===== config.mk =====
export PLATFORM = sky130hd
export DESIGN_NAME = otter_cu_fsm
export DESIGN_NICKNAME = d
export VERILOG_FILES = /design/src/rtl/otter_cu_fsm.sv
export SDC_FILE = /design/constraint.sdc
export NUM_CORES = 1
export LEC_CHECK = 0
export CORE_AREA = 8 8 45 47
export DETAILED_ROUTE_END_ITERATION = 10
export DIE_AREA = 0 0 53 55
export GPL_TIMING_DRIVEN = 0
export PLACE_DENSITY = 0.75
export SYNTH_ARGS = -nofsm -noshare
export SYNTH_HDL_FRONTEND = slang
export SYNTH_SLANG_ARGS = --single-unit

===== constraint.sdc =====
create_clock -name CLK -period 3.3 [get_ports CLK]
set_clock_uncertainty 0.1 [all_clocks]
set_input_delay 0.99 -clock CLK [delete_from_list [all_inputs] [get_ports CLK]]
set_output_delay 0.99 -clock CLK [all_outputs]
set_load 0.05 [all_outputs]

===== src/rtl/otter_cu_fsm.sv =====
// Multicycle sequencer for the OTTER RV32I core: INIT -> FETCH -> EXEC [-> WB] [-> INTR].
// Enables are decoded combinationally from state, wait counter, opcode and func3.
module otter_cu_fsm #(
  parameter int MEM_WAIT = 0,
  parameter bit INTR_EN  = 1'b1
) (
  input  logic       CLK,
  input  logic       RST_N,
  input  logic       intr,
  input  logic [6:0] opcode,
  input  logic [2:0] func3,
  output logic       pcWrite,
  output logic       regWrite,
  output logic       memWE2,
  output logic       memRDEN1,
  output logic       memRDEN2,
  output logic       rf_reset,
  output logic       csr_WE,
  output logic       int_taken,
  output logic       mret_exec,
  output logic [2:0] state_dbg
);

  typedef enum logic [2:0] {
    INIT  = 3'd0,
    FETCH = 3'd1,
    EXEC  = 3'd2,
    WB    = 3'd3,
    INTR  = 3'd4
  } state_t;

  localparam logic [2:0] WAIT_MAX = 3'(MEM_WAIT);

  localparam logic [6:0] OP_LOAD   = 7'b0000011;
  localparam logic [6:0] OP_STORE  = 7'b0100011;
  localparam logic [6:0] OP_LUI    = 7'b0110111;
  localparam logic [6:0] OP_AUIPC  = 7'b0010111;
  localparam logic [6:0] OP_JAL    = 7'b1101111;
  localparam logic [6:0] OP_JALR   = 7'b1100111;
  localparam logic [6:0] OP_IMM    = 7'b0010011;
  localparam logic [6:0] OP_REG    = 7'b0110011;
  localparam logic [6:0] OP_SYSTEM = 7'b1110011;

  state_t     state;
  logic [2:0] cnt;
  logic       mem_done;
  logic       take_intr;

  assign mem_done  = (cnt == WAIT_MAX);
  // intr only matters at the end-of-instruction decision points below
  assign take_intr = INTR_EN && intr;
  assign state_dbg = state;

  always_ff @(posedge CLK) begin
    if (!RST_N) begin
      state <= INIT;
      cnt   <= '0;
    end else begin
      case (state)
        INIT: begin
          state <= FETCH;
          cnt   <= '0;
        end
        FETCH: begin
          if (mem_done) state <= EXEC;
          else          cnt   <= cnt + 3'd1;
        end
        EXEC: begin
          cnt <= '0;
          if (opcode == OP_LOAD) state <= WB;
          else if (take_intr)    state <= INTR;
          else                   state <= FETCH;
        end
        WB: begin
          if (mem_done) begin
            cnt   <= '0;
            state <= take_intr ? INTR : FETCH;
          end else begin
            cnt <= cnt + 3'd1;
          end
        end
        INTR: begin
          state <= FETCH;
          cnt   <= '0;
        end
        default: begin
          state <= INIT;
          cnt   <= '0;
        end
      endcase
    end
  end

  always_comb begin
    pcWrite   = 1'b0;
    regWrite  = 1'b0;
    memWE2    = 1'b0;
    memRDEN1  = 1'b0;
    memRDEN2  = 1'b0;
    rf_reset  = 1'b0;
    csr_WE    = 1'b0;
    int_taken = 1'b0;
    mret_exec = 1'b0;
    case (state)
      INIT:  rf_reset = 1'b1;
      FETCH: memRDEN1 = 1'b1;
      EXEC: begin
        case (opcode)
          OP_LOAD: memRDEN2 = 1'b1;
          OP_STORE: begin
            memWE2  = 1'b1;
            pcWrite = 1'b1;
          end
          OP_LUI, OP_AUIPC, OP_JAL, OP_JALR, OP_IMM, OP_REG: begin
            pcWrite  = 1'b1;
            regWrite = 1'b1;
          end
          OP_SYSTEM: begin
            pcWrite = 1'b1;
            if (func3 == 3'b000) begin
              mret_exec = 1'b1;
            end else if (func3 == 3'b001) begin
              csr_WE   = 1'b1;
              regWrite = 1'b1;
            end
          end
          // unknown opcodes retire as a NOP
          default: pcWrite = 1'b1;
        endcase
      end
      WB: begin
        if (mem_done) begin
          regWrite = 1'b1;
          pcWrite  = 1'b1;
        end else begin
          memRDEN2 = 1'b1;
        end
      end
      INTR: begin
        int_taken = 1'b1;
        pcWrite   = 1'b1;
      end
      default: ;
    endcase
  end

endmodule


==> flow_metrics.env <==
export IMPL_status="finished clean"
export IMPL_cp_slowest_stage_delay_ns=0.40
export IMPL_yosysUniqueCellTypes=27
export IMPL_worstHoldPathType="reg -> reg"
export IMPL_start_util_pct=35.53
export IMPL_ys_warn_count=0
export IMPL_grt_max_degree=11
export IMPL_fin_crit_ns=3.247
export IMPL_ir_drop_mv=0.1085
export IMPL_fin_util_pct=58.32
export IMPL_numClockSinks=6
export IMPL_grt_ovfl_total=0
export IMPL_crit_buf_inv=2
export IMPL_yosys_area_top_type="dfxtp_1"
export IMPL_wl_per_cell_um=12.93
export IMPL_ys_flop_type="dfxtp_1"
export IMPL_drt_total_wl_um=1435
export IMPL_vias=554
export IMPL_postRouteAntennaNets=0
export IMPL_synthArstFlopShare_pct=0
export IMPL_ys_ff_latch=6
export IMPL_pwr_density_cell_mw_per_mm2=296.1
export IMPL_dp_hpwl_um=1149
export IMPL_layout_setup_ws_ns=0.05330
export IMPL_drc=0
export IMPL_yosysTopAreaCellShare_pct=24.43
export IMPL_crit_family="simple AND/OR/NAND/NOR gates"
export IMPL_ys_seq_area_share_pct=24.43
export IMPL_area_delta_synth_final_pct=64.12
export IMPL_arrival_ns=2.16
export IMPL_cts_buffers=3
export IMPL_netlist_area_um2=491.7
export IMPL_vias_per_cell=4.991
export IMPL_row_count=14
export IMPL_grt_usage_pct=11.37
export IMPL_end_kind="primary output"
export IMPL_finalNetCount=112
export IMPL_yosys_top_cells_count="nor2_1, dfxtp_1, inv_1, nand2_1, nand2b_1"
export IMPL_clk_pin_slew_worst_paths_ns=0.05
export IMPL_first_pass_iters=4
export IMPL_syn_nets=80
export IMPL_diodes=0
export IMPL_slew_headroom_pct=66.67
export IMPL_preCtsSetupSlack_ns=-0.9753
export IMPL_antenna_found_initial=0
export IMPL_startpoint_type="input pin"
export IMPL_ys_top_cells_by_area="dfxtp_1, nor2_1, nand2b_1"
export IMPL_cts_htree_levels=1
export IMPL_path_max_fanout=4
export IMPL_synth_edf_count=0
export IMPL_initialDrtViolationCount=6
export IMPL_max_freq_ghz=0.3080
export IMPL_hold_viol=0
export IMPL_grt_pass1_vias=566
export IMPL_ios=25
export IMPL_final_cells=111
export IMPL_tritoncts="built"
export IMPL_p_leak_nw=0.3358
export IMPL_hold_buffers=0
export IMPL_cpMaxStageDelayCell="or3b_4"
export IMPL_placed_cells=105
export IMPL_setup_tns_ns=0
export IMPL_postSynthCellCount=65
export IMPL_clk_path_buf_depth=2
export IMPL_min_period_over_period_pct=98.38
export IMPL_drive_above_1_share_pct=32.63
export IMPL_die_area_mm2=0.002915
export IMPL_yosysMostFrequentCell="nor2_1"
export IMPL_crit_type="in -> out"
export IMPL_finalSetupViolations=0
export IMPL_maxCapViolCount=0
export IMPL_clock_latency_ns=0.25
export IMPL_root_buffer="clkbuf_4"
export IMPL_portBuffers=24
export IMPL_core_mm2=0.001384
export IMPL_place_congestion=0.7384
export IMPL_die_w_um=53
export IMPL_syn_area_per_cell_um2=7.565
export IMPL_cp_data_required_time_ns=2.21
export IMPL_worst_pin_slew_ns=0.4984
export IMPL_grt_pass1_wl_um=2380
export IMPL_worstPathCellList="buf_2 > or3b_4 > nor4_4 > nand2b_1 > nor2_1 > buf_6"
export IMPL_die_h_um=55
export IMPL_slew_viol_final=0
==> layout make-up <==
| cell class | instances | area [um^2] |
|---|---|---|
| Tap cell | 16 | 20.02 |
| Multi-Input combinational cell | 50 | 369.1 |
| Sequential cell | 6 | 120.1 |
| Clock buffer | 3 | 22.52 |
| Buffer | 3 | 15.01 |
| Inverter | 6 | 22.52 |
| Timing Repair Buffer | 27 | 237.7 |
| Fill cell | 134 | 576.8 |
==> worst reg2reg max path, stage by stage, from the launching register on <==
cell and delay, ns:
dfxtp_1 0.31, buf_2 0.21, nor3b_1 0.34, nor3b_2 0.28, o211a_1 0.18
==> state kept, by name, summed over array words and instances (netlist names) <==
| name | flops |
|---|---|
| state_dbg | 3 |
| cnt | 3 |
==> where the power goes <==
group | total (mW) | internal (mW) | switching (mW)
registers | 0.0772 | 0.0755 | 0.00163
logic | 0.0944 | 0.0350 | 0.0594
clock network | 0.0674 | 0.0411 | 0.0263
total | 0.239 | 0.152 | 0.0873
==> timing repair <==
action	4_1_cts	5_1_grt
setup endpoints to repair	6	5
resized for setup	62	4
setup buffers	2	1
pin swaps	7	4
==> cell families (layout without fill, tap and decap cells) <==
logic type      Yosys count  in the layout  synth area share (%)
simple gates             34             34                 40.20
compound gates           12             12                 19.08
buf+inv                   9             39                 7.632
flops                     6              6                 24.43
fa+ha+maj                 2              2                 5.088
xor+xnor                  2              2                 3.563
==> metal layers <==
metal  track usage (%)  vias to the layer above  routed length [um]
met2             17.97                       24                 655
met3             6.150                        5                 142
met1             10.96                      240                 592
li1                  -                      285                   -
met4             9.052                        0                  44
met5                 0                        -                   0
==> placed cells by master (no fill, tap or decap), types with 2 or more instances in the layout <==
master	instances
xnor2_1	2
nand2b_1	5
clkbuf_4	3
nor4_4	2
buf_4	3
o21ai_0	3
nand2_1	6
inv_1	6
dfxtp_1	6
nor2_1	9
buf_2	9
ha_1	2
clkdlybuf4s50_1	9
dlygate4sd2_1	2
buf_6	4
nor3_1	3
clkdlybuf4s15_2	2
==> final timing paths <==
kind                                                start                         to  slack, ns  cells past startpoint
worst max register to register  state_dbg[1]$_SDFFE_PN0P_  state_dbg[0]$_SDFFE_PN0P_       1.82                      4
worst min-delay path                  cnt[2]$_SDFFE_PN0P_        cnt[2]$_SDFFE_PN0P_       0.43                      2
worst min register to register        cnt[2]$_SDFFE_PN0P_        cnt[2]$_SDFFE_PN0P_       0.43                      2
worst max-delay path                            opcode[4]                  mret_exec       0.05                      6
==> through the flow <==
stage,total power [mW],hold WS [ns],cell area [um^2]
global placement,0.1735,0.4004,760.7
global route,0.2533,0.4593,807.0
floorplan,0.1349,0.3749,500.5
detailed placement,0.1750,0.4216,760.7
finish,0.2390,0.4252,807.0
CTS,0.2406,0.4369,783.3
(Power assumes the default switching activity.)
